**src/rtl/riscv_pkg.sv**
```systemverilog
// Shared RISC-V constants and the IF/ID pipeline record used by the fetch stage.
package riscv_pkg;

    localparam int XLEN             = 32;
    localparam int INSTR_ALIGN_BITS = 2;

    localparam logic [XLEN-1:0] RV_NOP      = 32'h0000_0013;
    localparam logic [XLEN-1:0] INSTR_BYTES = 32'd4;
    localparam logic [XLEN-1:0] ALIGN_MASK  = XLEN'((1 << INSTR_ALIGN_BITS) - 1);

    typedef struct packed {
        logic [XLEN-1:0] instr;
        logic [XLEN-1:0] pc;
        logic [XLEN-1:0] pc_plus4;
        logic            valid;
    } ifid_t;

    // Drop the low address bits so redirects always land on a word boundary.
    function automatic logic [XLEN-1:0] align_pc(input logic [XLEN-1:0] addr);
        return addr & ~ALIGN_MASK;
    endfunction

endpackage

```
**src/rtl/pc_reg.sv**
```systemverilog
// Program counter with redirect/stall/sequential next-PC selection.
module pc_reg
    import riscv_pkg::*;
#(
    parameter logic [XLEN-1:0] RESET_PC = 32'h0000_0000
) (
    input  logic            clk,
    input  logic            rst_n,
    input  logic            stall_if,
    input  logic            pc_src,
    input  logic [XLEN-1:0] pc_target,
    output logic [XLEN-1:0] pc_o,
    output logic [XLEN-1:0] pc_plus4_o
);

    logic [XLEN-1:0] pc_q;
    logic [XLEN-1:0] pc_d;
    logic [XLEN-1:0] pc_plus4;

    // Natural 32-bit overflow gives the required wrap from the top word to zero.
    assign pc_plus4 = pc_q + INSTR_BYTES;

    always_comb begin
        pc_d = pc_plus4;
        if (pc_src) begin
            pc_d = align_pc(pc_target);
        end else if (stall_if) begin
            pc_d = pc_q;
        end
    end

    always_ff @(posedge clk) begin
        if (!rst_n) begin
            pc_q <= RESET_PC;
        end else begin
            pc_q <= pc_d;
        end
    end

    assign pc_o       = pc_q;
    assign pc_plus4_o = pc_plus4;

endmodule

```
**src/rtl/fetch_stage.sv**
```systemverilog
// Instruction fetch stage: PC sub-module, IF/ID pipeline register and fetch counter.
module fetch_stage
    import riscv_pkg::*;
#(
    parameter logic [XLEN-1:0] RESET_PC  = 32'h0000_0000,
    parameter logic [XLEN-1:0] NOP_INSTR = RV_NOP
) (
    input  logic            clk,
    input  logic            rst_n,
    input  logic            stall_if,
    input  logic            flush_id,
    input  logic            pc_src,
    input  logic [XLEN-1:0] pc_target,
    output logic [XLEN-1:0] imem_addr,
    input  logic [XLEN-1:0] imem_data,
    output logic [XLEN-1:0] instr_id,
    output logic [XLEN-1:0] pc_id,
    output logic [XLEN-1:0] pc_plus4_id,
    output logic            valid_id,
    output logic [XLEN-1:0] fetch_count
);

    localparam ifid_t BUBBLE = '{instr: NOP_INSTR, pc: '0, pc_plus4: '0, valid: 1'b0};

    logic [XLEN-1:0] pc;
    logic [XLEN-1:0] pc_plus4;
    ifid_t           ifid_q;
    ifid_t           ifid_d;
    logic [XLEN-1:0] count_q;
    logic [XLEN-1:0] count_d;
    logic            load;

    pc_reg #(
        .RESET_PC(RESET_PC)
    ) u_pc_reg (
        .clk       (clk),
        .rst_n     (rst_n),
        .stall_if  (stall_if),
        .pc_src    (pc_src),
        .pc_target (pc_target),
        .pc_o      (pc),
        .pc_plus4_o(pc_plus4)
    );

    // imem_data only feeds the IF/ID register, never the address path.
    assign imem_addr = pc;

    always_comb begin
        ifid_d = ifid_q;
        load   = 1'b0;
        if (flush_id) begin
            ifid_d = BUBBLE;
        end else if (!stall_if) begin
            ifid_d = '{instr: imem_data, pc: pc, pc_plus4: pc_plus4, valid: 1'b1};
            load   = 1'b1;
        end
        count_d = count_q + XLEN'(load);
    end

    always_ff @(posedge clk) begin
        if (!rst_n) begin
            ifid_q  <= BUBBLE;
            count_q <= '0;
        end else begin
            ifid_q  <= ifid_d;
            count_q <= count_d;
        end
    end

    assign instr_id    = ifid_q.instr;
    assign pc_id       = ifid_q.pc;
    assign pc_plus4_id = ifid_q.pc_plus4;
    assign valid_id    = ifid_q.valid;
    assign fetch_count = count_q;

endmodule

```
**config.mk**
```make
export PLATFORM = sky130hd
export DESIGN_NAME = fetch_stage
export DESIGN_NICKNAME = d
export VERILOG_FILES = /design/src/rtl/riscv_pkg.sv /design/src/rtl/pc_reg.sv /design/src/rtl/fetch_stage.sv
export SDC_FILE = /design/constraint.sdc
export NUM_CORES = 1
export LEC_CHECK = 0
export BUFFER_PORTS_ARGS = -buffer_cell sky130_fd_sc_hd__buf_2
export CORE_ASPECT_RATIO = 0.75
export CORE_MARGIN = 1
export CORE_UTILIZATION = 55
export CTS_CLUSTER_DIAMETER = 120
export DETAILED_ROUTE_END_ITERATION = 10
export GPL_TIMING_DRIVEN = 0
export HOLD_SLACK_MARGIN = 0.1
export MAX_ROUTING_LAYER = met4
export PLACE_DENSITY_LB_ADDON = 0.08
export SLEW_MARGIN = 20
export SYNTH_ARGS = -nofsm -noshare
export SYNTH_HDL_FRONTEND = slang
export SYNTH_HIERARCHICAL = 1
export SYNTH_SLANG_ARGS = --single-unit
```
**constraint.sdc**
```tcl
create_clock -name clk -period 7.6 [get_ports clk]
set_clock_uncertainty 0.2 [all_clocks]
set_input_delay 0.38 -clock clk [delete_from_list [all_inputs] [get_ports clk]]
set_output_delay 0.38 -clock clk [all_outputs]
set_load 0.02 [all_outputs]
```
==> results.tsv <==
stage	metric	value	unit
run_status	status	complete, no violations	
power	p_sw_share	26.50	%
grt	grt_pass1_vias	6630	
timing	worstMarginPinSlew	1.238	ns
route	drt_iter0_drc	510	
clocking	cts_buffers	17	
critical_path	cp.arrival	3.36	ns
clocking	ctsLongestPathBuffers	2	
power	p_switching	0.5266	mW
power	power_leakage	4.401	nW
min_path	holdPathEnd	u_pc_reg/pc_o[27]$_SDFFE_PN0P_	
die	rows	35	
grt	antenna_found_initial	1	
critical_path	cp.required	7.75	ns
timing	hold_viol	0	
power	p_per_area	204.1	nW/um^2
route	routedWlPerCell	16.44	microns
cells_and_area	layout_commonest_cell	buf_2	
route	drtAntennaViolNets	0	
power	ir_worst_vdd	0.1657	mV
critical_path	crit_path_end_kind	flop	
yosys	synth_ff_type	dfxtp_1	
power	pwr-share-comb	11.8	%
timing	period_share	42.18	%
timing	setup_slack	4.395	ns
route	postRouteWirelength	21010	microns
grt	grt_pass1_wl	32950	microns
cells_and_area	most-common-layout-cells	buf_2, dfxtp_1, nor2_1	
die	coreArea	12520	sq um
die	die_w	134.1	microns
critical_path	cp_common_cell	ha_1	
critical_path	reg2reg_depth	7	
clocking	cts_num_sinks	159	
cells_and_area	fillers	939	
power	power_frac_seq	44.8	%
power	finalPower	1.987	mW
run	maxCapViolations	0	
clocking	clock_tree.root_cell	clkbuf_16	
placement	place_hpwl	14100	microns
timing	tns	0	ns
yosys	yosysSeqAreaShare	44.20	%
critical_path	path_max_fanout	10	
yosys	synth_area	7202	sq um
critical_path	crit_chain	clkbuf_1 > buf_1 > nor2_1 > ha_1 > ha_1 > nand4_2 > or4_1 > clkbuf_2 > or3_1 > a21oi_1	
yosys	netlist-cell-type-count	52	
timing	slew_viol_final	0	
placement	io_buffers	223	
critical_path	slowest_delay	0.61	ns
critical_path	rrSetupSlack	4.61	ns
critical_path	cp_slowest_cell	or4_1	
yosys	syn_inst	793	
die	fp.dieArea	13560	sq um
cells_and_area	final_cells	1278	
power	p_clk_share	43.5	%
clocking	postCtsResizedCells	0	
yosys	yosysWarnings	6	
route	via_count	7190	
critical_path	path_class	input port to flop	
die	die_h	101.1	microns
clocking	htreeDepth	4	
cells_and_area	nets	1171	
critical_path	reg2reg_from	u_pc_reg/pc_o[2]$_SDFFE_PN0P_	
timing	setup_viol	0	
timing	achievable-frequency	0.3120	GHz
timing	rsz0062_at_grt	false	
placement	place_ws	3.993	ns
placement	gp_congestion	0.8999	
die	start_util	57.50	%
placement	dp_cells	1185	
min_path	hold_path.class	input port to flop	
cells_and_area	fin_util	77.74	%
grt	grt_overflow	0	
timing	maxSlewHeadroom	16.86	%
min_path	worstHoldStart	pc_target[27]	
clocking	clock_latency	0.42	ns
min_path	holdPathStages	3	
clocking	clk_pin_slew	0.06	ns
route	viasPerCell	5.626	
die	pin_count	230	
yosys	synth-edff-count	0	
clocking	cts_tree	built	
yosys	ys_ff_latch	159	
cells_and_area	drive_above_1_share	25.29	%
route	drc	0	
critical_path	r2r-end	pc_plus4_id[30]$_SDFFE_PP0N_	
yosys	async_reset_ff_share	0	%
timing	period_needed	3.205	ns
critical_path	cp-start-kind	input port	
yosys	syn_avg_cell_area	9.082	sq um
cells_and_area	syn2layout_area_growth	35.20	%
grt	grt_max_degree	17	
power	p_int	1.460	mW
route	firstDrtPassIters	5	
grt	track_usage	31.96	%
registers in the layout, indices dropped and copies added (netlist names):
name	count
pc_id	32
pc_plus4_id	32
instr_id	32
u_pc_reg/pc_o	30
fetch_count	32
valid_id	1
power by group through the flow:
| stage | combinational (mW) | clock, mW | sequential [mW] |
|---|---|---|---|
| finish | 0.234 | 0.863 | 0.889 |
| global route | 0.251 | 0.906 | 0.893 |
| CTS | 0.230 | 0.870 | 0.889 |
| detailed placement | 0.205 | 0 | 0.907 |
| global placement | 0.202 | 0 | 0.906 |
| floorplan | 0.104 | 0 | 0.932 |
cells in the mapped netlist (all sizes together) (14+ instances only):
cell type / number / area share (%)
nand2: 34 / 1.8
or3: 14 / 1.2
a21oi: 24 / 1.7
or4: 16 / 1.7
nor2: 120 / 6.3
and4: 17 / 2.1
dfxtp: 159 / 44
mux2i: 98 / 14
nand3: 26 / 2.1
nand4: 26 / 2.6
xnor2: 32 / 3.9
xor2: 18 / 2.2
nor3: 15 / 1.0
o21ai: 36 / 2.5
buf: 26 / 1.9
clkbuf: 32 / 1.7
how the worst max path moves through the flow:
stage / cells after the start / slack (ns) / end / startpoint
after global routing: 10 / 4.18 / fetch_count[30]$_SDFF_PN0_ / stall_if
after floorplan: 10 / 4.45 / fetch_count[16]$_SDFF_PN0_ / stall_if
after CTS: 10 / 4.42 / fetch_count[18]$_SDFF_PN0_ / stall_if
final: 10 / 4.39 / fetch_count[18]$_SDFF_PN0_ / stall_if
after global placement: 10 / 3.99 / fetch_count[16]$_SDFF_PN0_ / stall_if
after detailed placement: 10 / 3.99 / fetch_count[18]$_SDFF_PN0_ / stall_if
critical path, delay by kind of cell:
kind	cells	cell delay (ns)
buffers and inverters	3	0.86
adders and majority gates	2	0.51
AOI/OAI and AO/OA	1	0.14
and+or+nand+nor	4	1.46
final cells by class:
type                       count  area (sq um)  area share, %
inverter                      10         37.54         0.3855
sequential                   159          3183          32.69
multi-input combinational    569          3737          38.38
clock inverter                14         157.7          1.619
antenna                        1         2.502        0.02570
tap                          166         207.7          2.133
timing repair buffer         283          1717          17.63
buffer                        58         255.2          2.621
clock buffer                  18         439.2          4.510
through the flow:
| stage | area, sq um | hold slack, ns |
|---|---|---|
| after global placement | 8537 | 0.2352 |
| after global routing | 9737 | 0.1213 |
| final | 9737 | 0.1165 |
| after detailed placement | 8537 | 0.2430 |
| after floorplan | 7213 | 0.3178 |
| after CTS | 9734 | 0.1112 |
cell families (layout without fill, tap and decap cells):
logic type,after synthesis,in the layout,synth area share (%)
AO/OA/AOI/OAI,99,99,8.409
XOR/XNOR,50,50,6.081
adder cells (fa/ha/maj),4,4,0.6950
buffers and inverters,68,383,4.065
flip-flops,159,159,44.20
multiplexers,98,98,13.62
other,1,5,0.05207
AND/OR/NAND/NOR,314,314,22.88
repair_timing:
item                                   CTS  global route
hold buffers                            60             0
endpoints found under the hold margin   60             0
buffers inserted                         0             0
metal layers:
metal	share of wire, %	wire length, microns	GRT usage [%]
met1	43	9114	39.48
met2	48	10010	52.77
met3	7.3	1529	5.933
met4	1.7	359	10.89
met5	0	0	-
(Power assumes the default switching activity.)
